[src/rtl/alu_issue_ctrl.sv]
// rtl/alu_issue_ctrl.sv - two-requester round-robin issue controller for a shared ALU
module alu_issue_ctrl #(
    parameter logic [31:0] IDLE_INSTR = 32'hF000_0000
) (
    input  logic        clk,
    input  logic        rst,

    input  logic        req0_valid,
    output logic        req0_ready,
    input  logic [31:0] req0_instr,
    input  logic [31:0] req0_r1,
    input  logic [31:0] req0_r2,

    input  logic        req1_valid,
    output logic        req1_ready,
    input  logic [31:0] req1_instr,
    input  logic [31:0] req1_r1,
    input  logic [31:0] req1_r2,

    output logic [31:0] alu_R1,
    output logic [31:0] alu_R2,
    output logic [31:0] alu_instr,
    input  logic [32:0] alu_out,
    input  logic [3:0]  alu_flg,

    output logic        rsp_valid,
    input  logic        rsp_ready,
    output logic        rsp_id,
    output logic [32:0] rsp_data,
    output logic [3:0]  rsp_flg,

    output logic [15:0] ops_count
);

    localparam logic [1:0] S_IDLE    = 2'd0;
    localparam logic [1:0] S_ISSUE   = 2'd1;
    localparam logic [1:0] S_CAPTURE = 2'd2;
    localparam logic [1:0] S_RESP    = 2'd3;

    logic [1:0] state;
    logic       last_grant;
    logic       grant_id;
    logic       grant0;
    logic       grant1;

    // Round-robin pick in IDLE: on a tie the requester not granted last wins.
    // Readies are held low while reset is asserted even though state is IDLE.
    always_comb begin
        grant0 = 1'b0;
        grant1 = 1'b0;
        if (state == S_IDLE && !rst) begin
            grant0 = req0_valid && (!req1_valid || last_grant);
            grant1 = req1_valid && (!req0_valid || !last_grant);
        end
    end

    assign req0_ready = grant0;
    assign req1_ready = grant1;
    assign rsp_valid  = (state == S_RESP);

    // Issue FSM: latch the winner, drive the ALU for one cycle, capture, then hold the response.
    always_ff @(posedge clk or posedge rst) begin
        if (rst) begin
            state      <= S_IDLE;
            last_grant <= 1'b1;
            grant_id   <= 1'b0;
            alu_R1     <= 32'd0;
            alu_R2     <= 32'd0;
            alu_instr  <= IDLE_INSTR;
            rsp_id     <= 1'b0;
            rsp_data   <= 33'd0;
            rsp_flg    <= 4'd0;
            ops_count  <= 16'd0;
        end else begin
            case (state)
                S_IDLE: begin
                    if (grant0 || grant1) begin
                        state      <= S_ISSUE;
                        alu_instr  <= grant1 ? req1_instr : req0_instr;
                        alu_R1     <= grant1 ? req1_r1 : req0_r1;
                        alu_R2     <= grant1 ? req1_r2 : req0_r2;
                        grant_id   <= grant1;
                        last_grant <= grant1;
                    end
                end
                S_ISSUE: begin
                    // The ALU registers its result at this edge; operands stay put.
                    state     <= S_CAPTURE;
                    alu_instr <= IDLE_INSTR;
                end
                S_CAPTURE: begin
                    state    <= S_RESP;
                    rsp_data <= alu_out;
                    rsp_flg  <= alu_flg;
                    rsp_id   <= grant_id;
                end
                S_RESP: begin
                    if (rsp_ready) begin
                        state     <= S_IDLE;
                        ops_count <= ops_count + 16'd1;
                    end
                end
                default: state <= S_IDLE;
            endcase
        end
    end

endmodule
[config.mk]
export PLATFORM = sky130hd
export DESIGN_NAME = alu_issue_ctrl
export DESIGN_NICKNAME = d
export VERILOG_FILES = /design/src/rtl/alu_issue_ctrl.sv
export SDC_FILE = /design/constraint.sdc
export NUM_CORES = 1
export LEC_CHECK = 0
export CAP_MARGIN = 10
export CORE_AREA = 2 2 150 152
export DETAILED_ROUTE_END_ITERATION = 12
export DIE_AREA = 0 0 152 154
export DONT_BUFFER_PORTS = 1
export GPL_ROUTABILITY_DRIVEN = 0
export HOLD_SLACK_MARGIN = 0.03
export SYNTH_ARGS = -nofsm -noshare
export SYNTH_HDL_FRONTEND = slang
export SYNTH_SLANG_ARGS = --single-unit
[constraint.sdc]
create_clock -name clk -period 15.2 [get_ports clk]
set_input_delay 3.04 -clock clk [delete_from_list [all_inputs] [get_ports clk]]
set_output_delay 3.04 -clock clk [all_outputs]
set_load 0.005 [all_outputs]
==> run_results.csv <==
group,metric,value,unit
status,status,"completed",
setup_path,timing.rr.end,"alu_instr[7]$_DFFE_PP0P_",
clocking,path_clk_slew,0.07,ns
clocking,clk_path_buf_depth,2,
floorplanning,fp.dieW,152,um
route,met1_length,5.98,mm
yosys,syn_area,0.00677,mm^2
pwr,ir_worst_vdd,0.0788,mV
yosys,syn_nets,801,
setup_path,crit_fanout,21,
timing,min_period,7.26,ns
final_layout,antenna_cells,0,
yosys,synth-seq-cells,154,
hold_path,whs_endpoint,"last_grant$_DFFE_PP1P_",
pwr,powerDensity,203,mW/mm^2
route,met3_length,1.24,mm
clocking,clock-root-buffer,"clkbuf_16",
hold_path,min_path_cells,2,
global_route,antenna_found_initial,0,
place,placed_area,0.00701,mm^2
setup_path,cp_slowest_stage_delay,0.65,ns
setup_path,critical_path_arrival,4.22,ns
final_layout,syn2layout_area_growth,12.1,%
route,drt_pass1_iterations,4,
yosys,synth-seq-area-share,0.570,
route,highest_layer,"met4",
timing,timing.final.crit_share,0.478,
yosys,synth-warning-count,0,
place,dp_hpwl,11.5,mm
place,place_worst_setup_slack,7.96,ns
yosys,syn_area_per_cell,12.1,um^2
floorplanning,io_pins,387,
clocking,numCtsBuffers,17,
route,first_iter_violations,227,
place,numPortBuffers,0,
route,vias_per_cell,5.03,
setup_path,cpMaxStageDelayCell,"a21boi_4",
final_layout,finalInstanceArea,0.00759,mm^2
route,wirelength,15.6,mm
clocking,cts_setup_buffers,0,
yosys,ys_types,36,
setup_path,crit_buf_inv,1,
global_route,grt_start_max_net_pins,132,
floorplanning,die-area,0.0234,mm^2
timing,tightest_slew,1.23,ns
setup_path,required,12.16,ns
clocking,hold_buffers,0,
floorplanning,die_h,154,um
setup_path,end_kind,"output port",
pwr,p_leak,3.43,nW
timing,hold_viol_final,0,
final_layout,layout.nets,791,
route,vias,4242,
timing,fmax,138,MHz
route,wl_per_cell,18.5,um
clocking,clock_sinks,154,
final_layout,drive_gt1_frac,0.160,
timing,finClkSkew,0.00843,ns
route,dr_wl_met2,8.15,mm
clocking,cts_max_level,4,
setup_path,worstSetupPathType,"in -> out",
setup_path,crit_family,"compound AO/OA/AOI/OAI gates",
global_route,grt.overflow.total,0,
clocking,cts_tree,"yes",
route,drc,0,
timing,setup_tns,0,ns
yosys,syn_inst,561,
global_route,grt_pass1_wl,24.0,mm
timing,layout_setup_ws,7.94,ns
timing,relSlewSlack,0.180,
route,antenna_left,0,
floorplanning,start_util,0.312,
hold_path,min_from,"last_grant$_DFFE_PP1P_",
timing,slew_viol_final,0,
clocking,clkLatencyLatePin,0.41,ns
setup_path,reg2regPathDepth,7,
clocking,ctsResizeCount,0,
timing,rsz0062_at_grt,"false",
floorplanning,num_rows,54,
setup_path,ff2ff_setup_slack,12.11,ns
job,timing.max_cap.violations,0,
global_route,track_usage,0.128,
hold_path,worstHoldPathType,"reg -> reg",
floorplanning,core,0.0217,mm^2
setup_path,crit-reg2reg-launch,"state[0]$_DFFE_PP0P_",
setup_path,worstPathCellList,"a21boi_4 -> nand2_1 -> inv_1",
global_route,grt_pass1_vias,4503,
setup_path,start_kind,"input pin",
timing,finalSetupViolations,0,
power breakdown:
part           internal, mW  switching [mW]  total [mW]
sequential            0.596           0.161       0.756
clock                 0.233           0.186       0.419
combinational         0.178           0.185       0.362
registers in the layout, indices dropped and copies added (netlist names):
register / flops
ops_count: 16
rsp_data: 33
state: 2
alu_R1: 32
rsp_flg: 4
last_grant: 1
rsp_id: 1
alu_R2: 32
alu_instr: 32
grant_id: 1
logic make-up (layout without fill, tap and decap cells):
kind of cell	Yosys count	in the layout	share of synthesized area
xor+xnor	15	15	0.0194
fa+ha+maj	6	6	0.0111
mux	133	133	0.204
compound gates	106	106	0.0983
flops	154	154	0.570
buf+inv	43	46	0.0305
simple gates	104	104	0.0667
Yosys cell counts (all sizes together):
library cell	number	area share
a21boi	1	0.0017
a21oi	5	0.0037
a2bb2oi	4	0.0052
and2b	1	0.0011
and4	2	0.0028
buf	18	0.017
clkbuf	16	0.0089
dfrtp	149	0.55
dfstp	5	0.019
ha	6	0.011
inv	9	0.0050
mux2	40	0.067
mux2i	93	0.14
nand2	81	0.045
nand2b	1	0.00092
nand3	3	0.0022
nand4	2	0.0028
nor2	6	0.0033
nor2b	1	0.00092
nor3	2	0.0022
nor4	1	0.00092
o211ai	1	0.0011
o21a	1	0.0011
o21ai	66	0.049
o2bb2ai	28	0.036
or2	1	0.00092
or3	2	0.0020
or4	1	0.0017
xnor2	9	0.012
xor2	6	0.0078
per-stage QoR:
stage               utilization  std cells  hold WS [ns]  power, mW
finish                    0.350        844         0.491       1.54
global route              0.350        844         0.507       1.64
CTS                       0.350        844         0.489       1.56
detailed placement        0.323        812         0.481       1.14
global placement          0.323        812         0.482       1.11
floorplan                     -        561         0.441       1.02
worst reg2reg max path: cells and delay by family, from the launching register on:
kind	cells	cell delay (ns)
fa+ha+maj	1	0.27
flops	1	0.38
simple gates	1	0.24
compound gates	3	1.24
buf+inv	2	0.87
placed cells by master, fill, tap and decap left out, types with 2 or more instances in the layout:
cell type / netlist / final
a21oi_1: 5 / 5
a2bb2oi_1: 4 / 4
buf_4: 9 / 5
clkbuf_16: 0 / 17
clkinv_4: 0 / 2
clkinvlp_4: 0 / 3
dfrtp_1: 149 / 149
dfstp_2: 5 / 5
ha_1: 6 / 6
inv_1: 9 / 8
inv_6: 0 / 5
inv_8: 0 / 3
mux2_2: 40 / 40
mux2i_1: 93 / 93
nand2_1: 81 / 81
nand3_1: 3 / 3
nor2_1: 6 / 6
o21ai_0: 65 / 65
o2bb2ai_1: 28 / 28
xnor2_1: 9 / 9
xor2_1: 6 / 6
how the worst max path moves through the flow:
stage / start / end / slack [ns] / cells after the start
after floorplan: rst / alu_R1[0]$_DFFE_PP0P_ / 8.02 / 1
after CTS: req1_valid / req1_ready / 7.95 / 3
final: req1_valid / req1_ready / 7.94 / 3
after global placement: req1_valid / req1_ready / 8.03 / 3
after global routing: req1_valid / req1_ready / 7.80 / 3
after detailed placement: req1_valid / req1_ready / 7.96 / 3
routing by layer:
layer / vias to the layer above / track usage
met3: 13 / 0.0530
met2: 225 / 0.222
met5: - / 0
met4: 0 / 0.0481
li1: 1947 / -
met1: 2057 / 0.141
final cells by class:
class / instances / area (um^2)
tap: 280 / 350
inverter: 9 / 38.8
clock buffer: 18 / 429
sequential: 154 / 3860
clock inverter: 14 / 155
timing repair buffer: 5 / 37.5
fill: 2103 / 14100
multi-input combinational: 364 / 2720
Power figures use the tool's default switching activity.
